<file path="src/rtl/hazard_unit_pkg.sv">
// Shared encodings for the pipeline hazard unit and its multiply/divide tracker.
package hazard_unit_pkg;

  // Execute-stage operand source selects
  localparam logic [1:0] FWD_RF  = 2'd0;
  localparam logic [1:0] FWD_WB  = 2'd1;
  localparam logic [1:0] FWD_MEM = 2'd2;

  // Multiply/divide opcode carried on MdOpE
  localparam logic MD_MUL = 1'b0;
  localparam logic MD_DIV = 1'b1;

  // Multi-cycle unit occupancy
  typedef enum logic {
    IDLE = 1'b0,
    BUSY = 1'b1
  } md_state_t;

endpackage : hazard_unit_pkg

</file>
<file path="src/rtl/md_busy_ctrl.sv">
// Tracks occupancy of the multi-cycle multiply/divide unit.
// A launch loads LAT-1 into a down-counter; the unit is busy until the
// counter has been observed at zero, which is also the completion cycle.
module md_busy_ctrl
  import hazard_unit_pkg::*;
#(
  parameter int MUL_LAT = 5,
  parameter int DIV_LAT = 32
) (
  input  logic clk,
  input  logic rst,
  input  logic MdStartE,
  input  logic MdOpE,
  output logic MdBusy,
  output logic MdDone,
  output logic mdCounting
);

  md_state_t  state;
  md_state_t  stateNext;
  logic [5:0] count;
  logic [5:0] countNext;
  logic [5:0] loadVal;

  // Counter preset chosen by the launching operation
  always_comb begin
    loadVal = (MdOpE == MD_DIV) ? 6'(DIV_LAT - 1) : 6'(MUL_LAT - 1);
  end

  // State and counter registers; reset clears mid-operation too
  always_ff @(posedge clk or posedge rst) begin
    if (rst) begin
      state <= IDLE;
      count <= '0;
    end else begin
      // NOTE: non-blocking so every register samples pre-edge values, no ordering races.
      state <= stateNext;
      count <= countNext;
    end
  end

  // Next-state: launch from IDLE or on the completion cycle; ignore launches while counting
  always_comb begin
    // NOTE: defaults first so every path assigns every output and no latch is inferred.
    stateNext = state;
    countNext = count;
    unique case (state)
      IDLE: begin
        if (MdStartE) begin
          stateNext = BUSY;
          countNext = loadVal;
        end
      end
      BUSY: begin
        if (count != 6'd0) begin
          countNext = count - 6'd1;
        end else if (MdStartE) begin
          stateNext = BUSY;
          countNext = loadVal;
        end else begin
          stateNext = IDLE;
          countNext = '0;
        end
      end
      default: begin
        stateNext = IDLE;
        countNext = '0;
      end
    endcase
  end

  // Status decoded directly from state so reset clears them without waiting for an edge
  always_comb begin
    MdBusy     = (state == BUSY);
    MdDone     = (state == BUSY) && (count == 6'd0);
    mdCounting = (state == BUSY) && (count != 6'd0);
  end

endmodule : md_busy_ctrl

</file>
<file path="src/rtl/hazard_unit.sv">
// Five-stage pipeline hazard unit: operand forwarding for Execute and the
// Decode branch comparator, plus load-use, branch and HI/LO busy stalls.
module hazard_unit
  import hazard_unit_pkg::*;
#(
  parameter int MUL_LAT = 5,
  parameter int DIV_LAT = 32
) (
  input  logic       clk,
  input  logic       rst,
  input  logic [4:0] RsD,
  input  logic [4:0] RtD,
  input  logic [4:0] RsE,
  input  logic [4:0] RtE,
  input  logic [4:0] WriteRegE,
  input  logic [4:0] WriteRegM,
  input  logic [4:0] WriteRegW,
  input  logic       RegWriteE,
  input  logic       RegWriteM,
  input  logic       RegWriteW,
  input  logic       MemtoRegE,
  input  logic       MemtoRegM,
  input  logic       BranchD,
  input  logic       HiLoUseD,
  input  logic       MdStartE,
  input  logic       MdOpE,
  output logic [1:0] ForwardAE,
  output logic [1:0] ForwardBE,
  output logic       ForwardAD,
  output logic       ForwardBD,
  output logic       StallF,
  output logic       StallD,
  output logic       FlushE,
  output logic       MdBusy,
  output logic       MdDone
);

  logic mdCounting;
  logic lwStall;
  logic brStall;
  logic mdStall;
  logic anyStall;

  md_busy_ctrl #(
    .MUL_LAT (MUL_LAT),
    .DIV_LAT (DIV_LAT)
  ) uMdBusyCtrl (
    .clk        (clk),
    .rst        (rst),
    .MdStartE   (MdStartE),
    .MdOpE      (MdOpE),
    .MdBusy     (MdBusy),
    .MdDone     (MdDone),
    .mdCounting (mdCounting)
  );

  // Execute operand forwarding; the younger M-stage result wins over W
  always_comb begin
    ForwardAE = FWD_RF;
    ForwardBE = FWD_RF;
    if (RsE != 5'd0 && RegWriteM && RsE == WriteRegM) begin
      ForwardAE = FWD_MEM;
    end else if (RsE != 5'd0 && RegWriteW && RsE == WriteRegW) begin
      ForwardAE = FWD_WB;
    end
    if (RtE != 5'd0 && RegWriteM && RtE == WriteRegM) begin
      ForwardBE = FWD_MEM;
    end else if (RtE != 5'd0 && RegWriteW && RtE == WriteRegW) begin
      ForwardBE = FWD_WB;
    end
  end

  // Decode comparator forwarding from the M-stage ALU result only
  always_comb begin
    ForwardAD = (RsD != 5'd0) && RegWriteM && (RsD == WriteRegM);
    ForwardBD = (RtD != 5'd0) && RegWriteM && (RtD == WriteRegM);
  end

  // Stall sources: load-use, branch operand not yet available, HI/LO still being computed
  always_comb begin
    lwStall  = MemtoRegE && (RtE != 5'd0) && ((RsD == RtE) || (RtD == RtE));
    brStall  = BranchD &&
               ((RegWriteE && (WriteRegE != 5'd0) &&
                 ((WriteRegE == RsD) || (WriteRegE == RtD))) ||
                (MemtoRegM && (WriteRegM != 5'd0) &&
                 ((WriteRegM == RsD) || (WriteRegM == RtD))));
    mdStall  = HiLoUseD && mdCounting;
    anyStall = lwStall || brStall || mdStall;
    StallF   = anyStall;
    StallD   = anyStall;
    FlushE   = anyStall;
  end

endmodule : hazard_unit

</file>
<file path="config.mk">
export PLATFORM = sky130hd
export DESIGN_NAME = hazard_unit
export DESIGN_NICKNAME = d
export VERILOG_FILES = /design/src/rtl/hazard_unit_pkg.sv /design/src/rtl/md_busy_ctrl.sv /design/src/rtl/hazard_unit.sv
export SDC_FILE = /design/constraint.sdc
export NUM_CORES = 1
export LEC_CHECK = 0
export ABC_AREA = 0
export CORE_UTILIZATION = 35
export CTS_BUF_LIST = sky130_fd_sc_hd__clkbuf_4
export DETAILED_ROUTE_END_ITERATION = 6
export HOLD_SLACK_MARGIN = 0.08
export PLACE_DENSITY = 0.81
export SLEW_MARGIN = 40
export SYNTH_ARGS = -nofsm -noshare
export SYNTH_HDL_FRONTEND = slang
export SYNTH_SLANG_ARGS = --single-unit
</file>
<file path="constraint.sdc">
create_clock -name clk -period 3.5 [get_ports clk]
set_input_delay 0.525 -clock clk [delete_from_list [all_inputs] [get_ports clk]]
set_output_delay 0.525 -clock clk [all_outputs]
set_load 0.05 [all_outputs]
</file>
==> results of run 1 <==
[cell usage after synthesis]
cell type  count  area share (%)
xnor2_1       29              22
xor2_1        23              17
o21ai_0        9             3.9
nor3_1         8             3.4
dfrtp_1        7              15
nand2_1        7             2.3
nand3_1        7             3.0
nor2_1         7             2.3
inv_1          6             1.9
or4_1          6             3.9
a21oi_1        5             2.2
clkbuf_1       5             1.6
buf_2          4             1.7
nand4_1        4             2.2
nor4_1         4             2.2
buf_4          2             1.3
buf_6          2             1.9
ha_1           2             2.2
nand2b_1       2             1.1
o211ai_1       2             1.3
o22ai_1        2             1.1
a21o_1         1            0.65
a22o_1         1            0.75
a22oi_1        1            0.65
a311o_1        1            0.86
and3_1         1            0.54
nand3b_1       1            0.65
nor3b_1        1            0.65
o21ai_2        1            0.75
or4_4          1            0.97
[sequential cells by signal, summed over array words and instances (netlist names)]
register,flops
uMdBusyCtrl.MdBusy,1
uMdBusyCtrl.count,6
[power by group through the flow]
stage / sequential, mW / combinational (mW) / clock (mW)
2_1_floorplan: 0.0995 / 0.132 / 0
3_3_place_gp: 0.0990 / 0.217 / 0
3_5_place_dp: 0.0989 / 0.220 / 0
4_1_cts: 0.0975 / 0.221 / 0.0843
5_1_grt: 0.0988 / 0.239 / 0.0927
6_report: 0.0978 / 0.220 / 0.0820
[critical path: cells and delay by family]
| family | cells | cell delay (ns) |
|---|---|---|
| simple gates | 4 | 1.38 |
| buf+inv | 2 | 0.75 |
[through the flow]
step	worst slack, ns	util [%]
6_report	0.318	57.0
5_1_grt	0.231	57.0
4_1_cts	0.311	57.0
3_5_place_dp	0.342	56.0
3_3_place_gp	0.358	56.0
2_1_floorplan	-0.0983	-
[how the worst min path moves through the flow]
stage / from / endpoint / slack (ns) / depth (start not counted)
CTS: rst / uMdBusyCtrl.count[3]$_DFFE_PP0P_ / 0.51 / 2
detailed placement: uMdBusyCtrl.count[5]$_DFFE_PP0P_ / uMdBusyCtrl.count[5]$_DFFE_PP0P_ / 0.51 / 2
global placement: uMdBusyCtrl.count[4]$_DFFE_PP0P_ / uMdBusyCtrl.count[4]$_DFFE_PP0P_ / 0.50 / 1
floorplan: rst / uMdBusyCtrl.MdBusy$_DFF_PP0_ / 0.33 / 1
global route: rst / uMdBusyCtrl.MdBusy$_DFF_PP0_ / 0.52 / 2
finish: rst / uMdBusyCtrl.count[3]$_DFFE_PP0P_ / 0.50 / 2
[cell type report]
class / instances / area [µm²]
clock buffers: 4 / 30.0
fillers: 309 / 1330
inverters: 6 / 22.5
multi-input cells: 126 / 901
flip-flops and latches: 7 / 175
well taps: 44 / 55.1
repair buffers: 58 / 586
[per-layer routing]
layer  up-vias  routed length [µm]  global-route usage, %
li1        618                   -                      -
met1       579                1470                   25.2
met2        53                1450                   30.0
met3         2                 240                   4.15
met4         0                  11                   3.32
met5         -                   0                      0
[cells by family (layout without fill, tap and decap cells)]
logic type / count (synthesis) / count (layout) / synth area share, %
xor+xnor: 52 / 52 / 39.2
buf+inv: 19 / 68 / 8.50
simple gates: 49 / 49 / 23.0
compound gates: 23 / 23 / 12.1
fa+ha+maj: 2 / 2 / 2.15
flops: 7 / 7 / 15.1
==> results.ini, run 1 <==
[status]
outcome=complete, no violations

[setup_path]
r2r_slack_ns=1.69
timing.critical_path.from=RtE[1]
reg2reg_from=uMdBusyCtrl.count[2]$_DFFE_PP0P_
worstPathRequired_ns=2.97
r2r_end=uMdBusyCtrl.count[0]$_DFFE_PP0P_
crit_path_end_kind=output port
cp_max_fo=5
cp-start-kind=input port
arrival_ns=2.66
crit_slowest_cell=or4_4
ff2ff_path_depth=5
crit_end=ForwardBE[0]
cpPeakStageDelay_ns=0.60
critPathKind=in -> out
crit_path_cell_trace=clkdlybuf4s50_1, or4_4, nor2_1, nor4_2, nor4_1, buf_12

[detailed_routing]
dr_total_vias=1252
dr.first_iter.drc_count=38
first_pass_iters=4
drc_errors=0
drt-total-wl_um=3170
wl_per_cell_um=12.9
vias_per_cell=5.11
postRouteAntennaNets=0

[clock_tree]
cts.sinks=7
cts_resized=0
cts_buffers=3
cts_root_buffer=clkbuf_4
htree_num_levels=1
ctsHoldBuffers=0
cts_setup_buffers=0
cts_tree=yes
clock_latency_ns=0.26
clkSlewWorstSetupHoldPaths_ns=0.05
clock_path_buffers=2

[global_route]
grt_pass1_wl_um=4990
antenna_found_initial=0
track_usage_pct=18.5
grt_max_degree=10
overflow=0
grt_pass1_vias=1173

[finish]
syn_to_final_growth_pct=52.2
layout-drive-gt1-share_pct=7.96
layout.nets=250
layout_common_cells=50 x clkdlybuf4s50_1, 29 x xnor2_1, 23 x xor2_1
final_common_cell=clkdlybuf4s50_1
finalNonFillerCells=245
postLayoutCellArea_um2=1770
antenna_cells=0

[sta]
rsz0062_at_grt=no
tns_ns=0
skew_ns=0.00526
timing.fmax_mhz=314
whs_ns=0.501
period_share_pct=90.9
setup_viol=0
period_needed_ns=3.18
hold_viol=0
worstMarginPinSlew_ns=0.552
slew_headroom_pct=62.9
timing.final.max_slew_violations=0

[power]
cellPowerDensity_nw_per_um2=226
combPwrFrac_pct=55.0
ir_drop_uv=128
internal-power_mw=0.252
switching_share_pct=37.0
pwr-share-clk_pct=20.5
power_frac_seq_pct=24.5
p_leak_nw=0.654
power_mw=0.400
p_sw_mw=0.148

[placed_design]
dp_cells=241
portBuffers=56
placed_cell_area_um2=1740
routabilityCongestion=0.850
place_hpwl_um=2600

[synth]
synthCells=152
syn_area_um2=1160
synth_seq_cells=7
synth_nets=200
synth_area_per_cell_um2=7.65
ys_seq_area_share_pct=15.1
synth.distinct_cells=30
yosys_warnings=0

[floorplanning]
die_area_um2=3560
row_count=20
die_x_um=59.6
start_util_pct=37.5
die_height_um=59.6
coreArea_um2=3100
pin_count=57

[job]
maxCapViolations=0

[worst_hold_path]
hp-class=in -> async

No activity file was read; power rests on OpenSTA's default activity.
==> run 2: changes to the inputs <==
Clock period 3.5 ns to 3.55 ns, I/O delays scaled along.
==> results.ini, run 2 (synthesized netlist as in run 1, its figures left out) <==
[floorplanning]
pin_count=57  ; unchanged
coreArea_um2=3100  ; unchanged
start_util_pct=37.5  ; unchanged
die_height_um=59.6  ; unchanged
die_area_um2=3560  ; unchanged
die_x_um=59.6  ; unchanged
row_count=20  ; unchanged

[placed_design]
portBuffers=56  ; unchanged
dp_cells=239  ; -0.83%
routabilityCongestion=0.858  ; +0.94%
place_hpwl_um=2540  ; -2.2%

[detailed_routing]
vias_per_cell=4.97  ; -2.7%
first_pass_iters=4  ; unchanged
drt-total-wl_um=3200  ; +0.95%
postRouteAntennaNets=0  ; unchanged
dr.first_iter.drc_count=48  ; +26%
wl_per_cell_um=13.2  ; +1.8%
dr_total_vias=1208  ; -3.5%
drc_errors=0  ; unchanged

[sta]
tns_ns=0  ; unchanged
period_share_pct=90.0
worstMarginPinSlew_ns=0.518  ; -0.0341 ns
rsz0062_at_grt=no
skew_ns=0.00949  ; +0.00423 ns
hold_viol=0  ; unchanged
whs_ns=0.508  ; +0.00642 ns
period_needed_ns=3.20
setup_viol=0  ; unchanged
slew_headroom_pct=65.2  ; +2.3 points
timing.fmax_mhz=313
timing.final.max_slew_violations=0  ; unchanged

[global_route]
grt_max_degree=10  ; unchanged
track_usage_pct=19.1  ; +0.61 points
grt_pass1_wl_um=5190  ; +4.0%
antenna_found_initial=0  ; unchanged
overflow=0  ; unchanged
grt_pass1_vias=1139  ; -2.9%

[clock_tree]
cts_tree=yes
cts_root_buffer=clkbuf_4
cts.sinks=7  ; unchanged
cts_setup_buffers=0  ; unchanged
clock_path_buffers=2  ; unchanged
ctsHoldBuffers=0  ; unchanged
cts_buffers=3  ; unchanged
cts_resized=0  ; unchanged
htree_num_levels=1  ; unchanged
clkSlewWorstSetupHoldPaths_ns=0.06  ; about the same
clock_latency_ns=0.26  ; about the same

[setup_path]
crit_path_end_kind=output port
arrival_ns=2.66  ; about the same
cp_max_fo=5  ; unchanged
critPathKind=in -> out
cp-start-kind=input port
worstPathRequired_ns=3.02  ; +0.05 ns

[finish]
largest_reg_flops=6  ; unchanged
regMostFlops=uMdBusyCtrl.count
fillers=324  ; +4.9%
finalNonFillerCells=243  ; -0.82%
layout-drive-gt1-share_pct=6.53  ; -1.4 points
antenna_cells=0  ; unchanged
layout_common_cells=51 x clkdlybuf4s50_1, 29 x xnor2_1, 23 x xor2_1
layout.nets=248  ; -0.80%
syn_to_final_growth_pct=51.1
final_common_cell=clkdlybuf4s50_1

[job]
maxCapViolations=0  ; unchanged

[power]
combPwrFrac_pct=54.9  ; about the same
power_frac_seq_pct=24.4  ; about the same
pwr-share-clk_pct=20.6  ; about the same
ir_drop_uv=151  ; +18%
cellPowerDensity_nw_per_um2=224  ; -0.77%
internal-power_mw=0.247  ; -1.9%
p_leak_nw=0.643  ; -1.8%
switching_share_pct=37.3  ; +0.29 points
power_mw=0.394  ; -1.5%
p_sw_mw=0.147  ; -0.71%

[worst_hold_path]
hp-class=in -> async

[status]
outcome=complete, no violations

[run 2: final cells by class]
type                            instances  area (µm²)  area share, %
Tap cell                               44        55.1           3.13
Timing Repair Buffer                   56         573           32.6
Clock buffer                            4        30.0           1.71
Multi-Input combinational cell        126         901           51.3
Sequential cell                         7         175           9.97
Inverter                                6        22.5           1.28
[run 2: power by group through the flow]
stage | logic, mW | clock network, mW | registers [mW]
after floorplan | 0.130 | 0 | 0.0981
after global placement | 0.212 | 0 | 0.0975
after detailed placement | 0.216 | 0 | 0.0975
after CTS | 0.217 | 0.0829 | 0.0961
after global routing | 0.236 | 0.0871 | 0.0975
final | 0.216 | 0.0813 | 0.0963
[run 2: worst paths after layout]
| kind | from | to | slack, ns | cells after the start |
|---|---|---|---|---|
| min reg2reg | uMdBusyCtrl.count[5]$_DFFE_PP0P_ | uMdBusyCtrl.count[5]$_DFFE_PP0P_ | 0.52 | 2 |
| max | RtE[2] | ForwardBE[1] | 0.35 | 5 |
| max reg2reg | uMdBusyCtrl.count[2]$_DFFE_PP0P_ | uMdBusyCtrl.count[0]$_DFFE_PP0P_ | 1.69 | 5 |
| min | rst | uMdBusyCtrl.count[3]$_DFFE_PP0P_ | 0.51 | 2 |
| max in group asynchronous | rst | uMdBusyCtrl.count[5]$_DFFE_PP0P_ | 2.81 | 2 |
| min in group clk | uMdBusyCtrl.count[5]$_DFFE_PP0P_ | uMdBusyCtrl.count[5]$_DFFE_PP0P_ | 0.52 | 2 |
[run 2: critical path, stage by stage]
cell,delay [ns]
clkdlybuf4s50_1,0.65
or4_4,0.20
nor2_1,0.05
nor4_2,0.36
clkdlybuf4s50_1,0.86
[run 2: per-layer routing]
metal,up-vias,global-route usage [%],wire length (µm)
met2,47,30.2,1420
li1,619,-,-
met3,2,4.15,225
met4,0,4.32,14
met1,540,26.4,1540
met5,-,0,0
[run 2: per-stage QoR]
| stage | worst slack (ns) | utilization, % | instance area (µm²) |
|---|---|---|---|
| floorplan | -0.0633 | - | 1170 |
| global placement | 0.376 | 55.6 | 1730 |
| detailed placement | 0.338 | 55.6 | 1730 |
| CTS | 0.341 | 56.6 | 1760 |
| global route | 0.245 | 56.6 | 1760 |
| finish | 0.355 | 56.6 | 1760 |
==> run 3: changes to the inputs <==
Settings changed: CORE_MARGIN set to 2.
==> results.ini, run 3 (synthesized netlist as in run 1, its figures left out) <==
[setup_path]
reg2reg_from=uMdBusyCtrl.count[2]$_DFFE_PP0P_
r2r_slack_ns=1.74  ; +0.05 ns
cp-start-kind=input port
worstPathRequired_ns=3.02  ; about the same
timing.critical_path.from=RtE[4]
arrival_ns=2.64  ; -0.02 ns
critPathKind=in -> out
crit_path_end_kind=output port
cp_max_fo=5  ; unchanged

[placed_design]
place_hpwl_um=2600  ; +2.4%
portBuffers=56  ; unchanged
placed_cell_area_um2=1730  ; unchanged
routabilityCongestion=0.838  ; -2.4%
dp_cells=239  ; unchanged
preCtsSetupSlack_ns=0.386  ; +0.0484 ns

[sta]
period_needed_ns=3.17  ; -0.0275 ns
timing.fmax_mhz=316  ; +0.87%
slew_headroom_pct=65.8  ; +0.61 points
whs_ns=0.508  ; +0.000441 ns
setup_viol=0  ; unchanged
period_share_pct=89.2  ; -0.77 points
worstMarginPinSlew_ns=0.512  ; -0.00603 ns
rsz0062_at_grt=no
skew_ns=0.00329  ; -0.00620 ns
hold_viol=0  ; unchanged
finalWorstSetupSlack_ns=0.382  ; +0.0275 ns
timing.final.max_slew_violations=0  ; unchanged
tns_ns=0  ; unchanged

[finish]
fin_util_pct=56.6  ; unchanged
largest_reg_flops=6  ; unchanged
layout.nets=248  ; unchanged
finalNonFillerCells=243  ; unchanged
final_common_cell=clkdlybuf4s50_1
regMostFlops=uMdBusyCtrl.count
layout-drive-gt1-share_pct=6.53  ; unchanged
postLayoutCellArea_um2=1760  ; unchanged
layout_common_cells=51 x clkdlybuf4s50_1, 29 x xnor2_1, 23 x xor2_1
syn_to_final_growth_pct=51.1  ; unchanged
antenna_cells=0  ; unchanged

[clock_tree]
cts_tree=yes
cts.sinks=7  ; unchanged
cts_root_buffer=clkbuf_4
htree_num_levels=1  ; unchanged
ctsHoldBuffers=0  ; unchanged
cts_setup_buffers=0  ; unchanged
cts_buffers=3  ; unchanged
clock_latency_ns=0.25  ; about the same
cts_resized=0  ; unchanged
clock_path_buffers=2  ; unchanged
clkSlewWorstSetupHoldPaths_ns=0.05  ; about the same

[detailed_routing]
drc_errors=0  ; unchanged
vias_per_cell=5.01  ; +0.83%
postRouteAntennaNets=0  ; unchanged
dr.first_iter.drc_count=42  ; -13%
drt-total-wl_um=3160  ; -1.3%
first_pass_iters=4  ; unchanged
wl_per_cell_um=13.0  ; -1.3%
dr_total_vias=1218  ; +0.83%

[worst_hold_path]
hp-class=in -> async

[status]
outcome=complete, no violations

[global_route]
grt_max_degree=10  ; unchanged
overflow=0  ; unchanged
grt_pass1_wl_um=4980  ; -4.0%
track_usage_pct=17.3  ; -1.7 points
grt_pass1_vias=1120  ; -1.7%
antenna_found_initial=0  ; unchanged

[floorplanning]
die_area_um2=3800  ; +6.8%
coreArea_um2=3100  ; unchanged
die_x_um=61.6  ; +3.4%
start_util_pct=37.5  ; unchanged
row_count=20  ; unchanged
pin_count=57  ; unchanged
die_height_um=61.6  ; +3.4%

[job]
maxCapViolations=0  ; unchanged

[power]
ir_drop_uv=144  ; -4.9%
power_mw=0.391  ; -0.70%
cellPowerDensity_nw_per_um2=223  ; -0.70%
p_leak_nw=0.643  ; unchanged

run 3: cell counts in the layout (fill, tap and decap cells not counted):
No cell type changed its count.
run 3: path summary, 6_finish.rpt:
kind,end,depth (start not counted)
worst max-delay path,ForwardBE[1],5
worst min-delay path,uMdBusyCtrl.MdBusy$_DFF_PP0_,2
worst max register to register,uMdBusyCtrl.count[0]$_DFFE_PP0P_,5
worst min register to register,uMdBusyCtrl.count[4]$_DFFE_PP0P_,1
max in group asynchronous,uMdBusyCtrl.count[3]$_DFFE_PP0P_,2
min in group clk,uMdBusyCtrl.count[4]$_DFFE_PP0P_,1
run 3: layout make-up:
class | instances | area, µm²
sequential | 7 | 175
clock buffer | 4 | 30.0
fill | 310 | 1350
timing repair buffer | 56 | 573
multi-input combinational | 126 | 901
tap | 44 | 55.1
inverter | 6 | 22.5
run 3: power breakdown:
part	switching [mW]	internal, mW	leakage [nW]
Clock	0.0288	0.0505	0.0184
Sequential	0.00814	0.0883	0.0840
Combinational	0.107	0.108	0.540
run 3: metal layers:
metal | routed length [µm] | track usage, % | vias up
li1 | - | - | 622
met1 | 1470 | 25.1 | 540
met4 | 23 | 3.34 | 0
met5 | 0 | 0 | -
met3 | 264 | 3.78 | 4
met2 | 1400 | 26.6 | 52
run 3: worst max-delay path: stages:
cell	delay, ns
clkdlybuf4s50_1	0.64
or4_4	0.19
nor2_1	0.05
nor4_2	0.35
clkdlybuf4s50_1	0.86
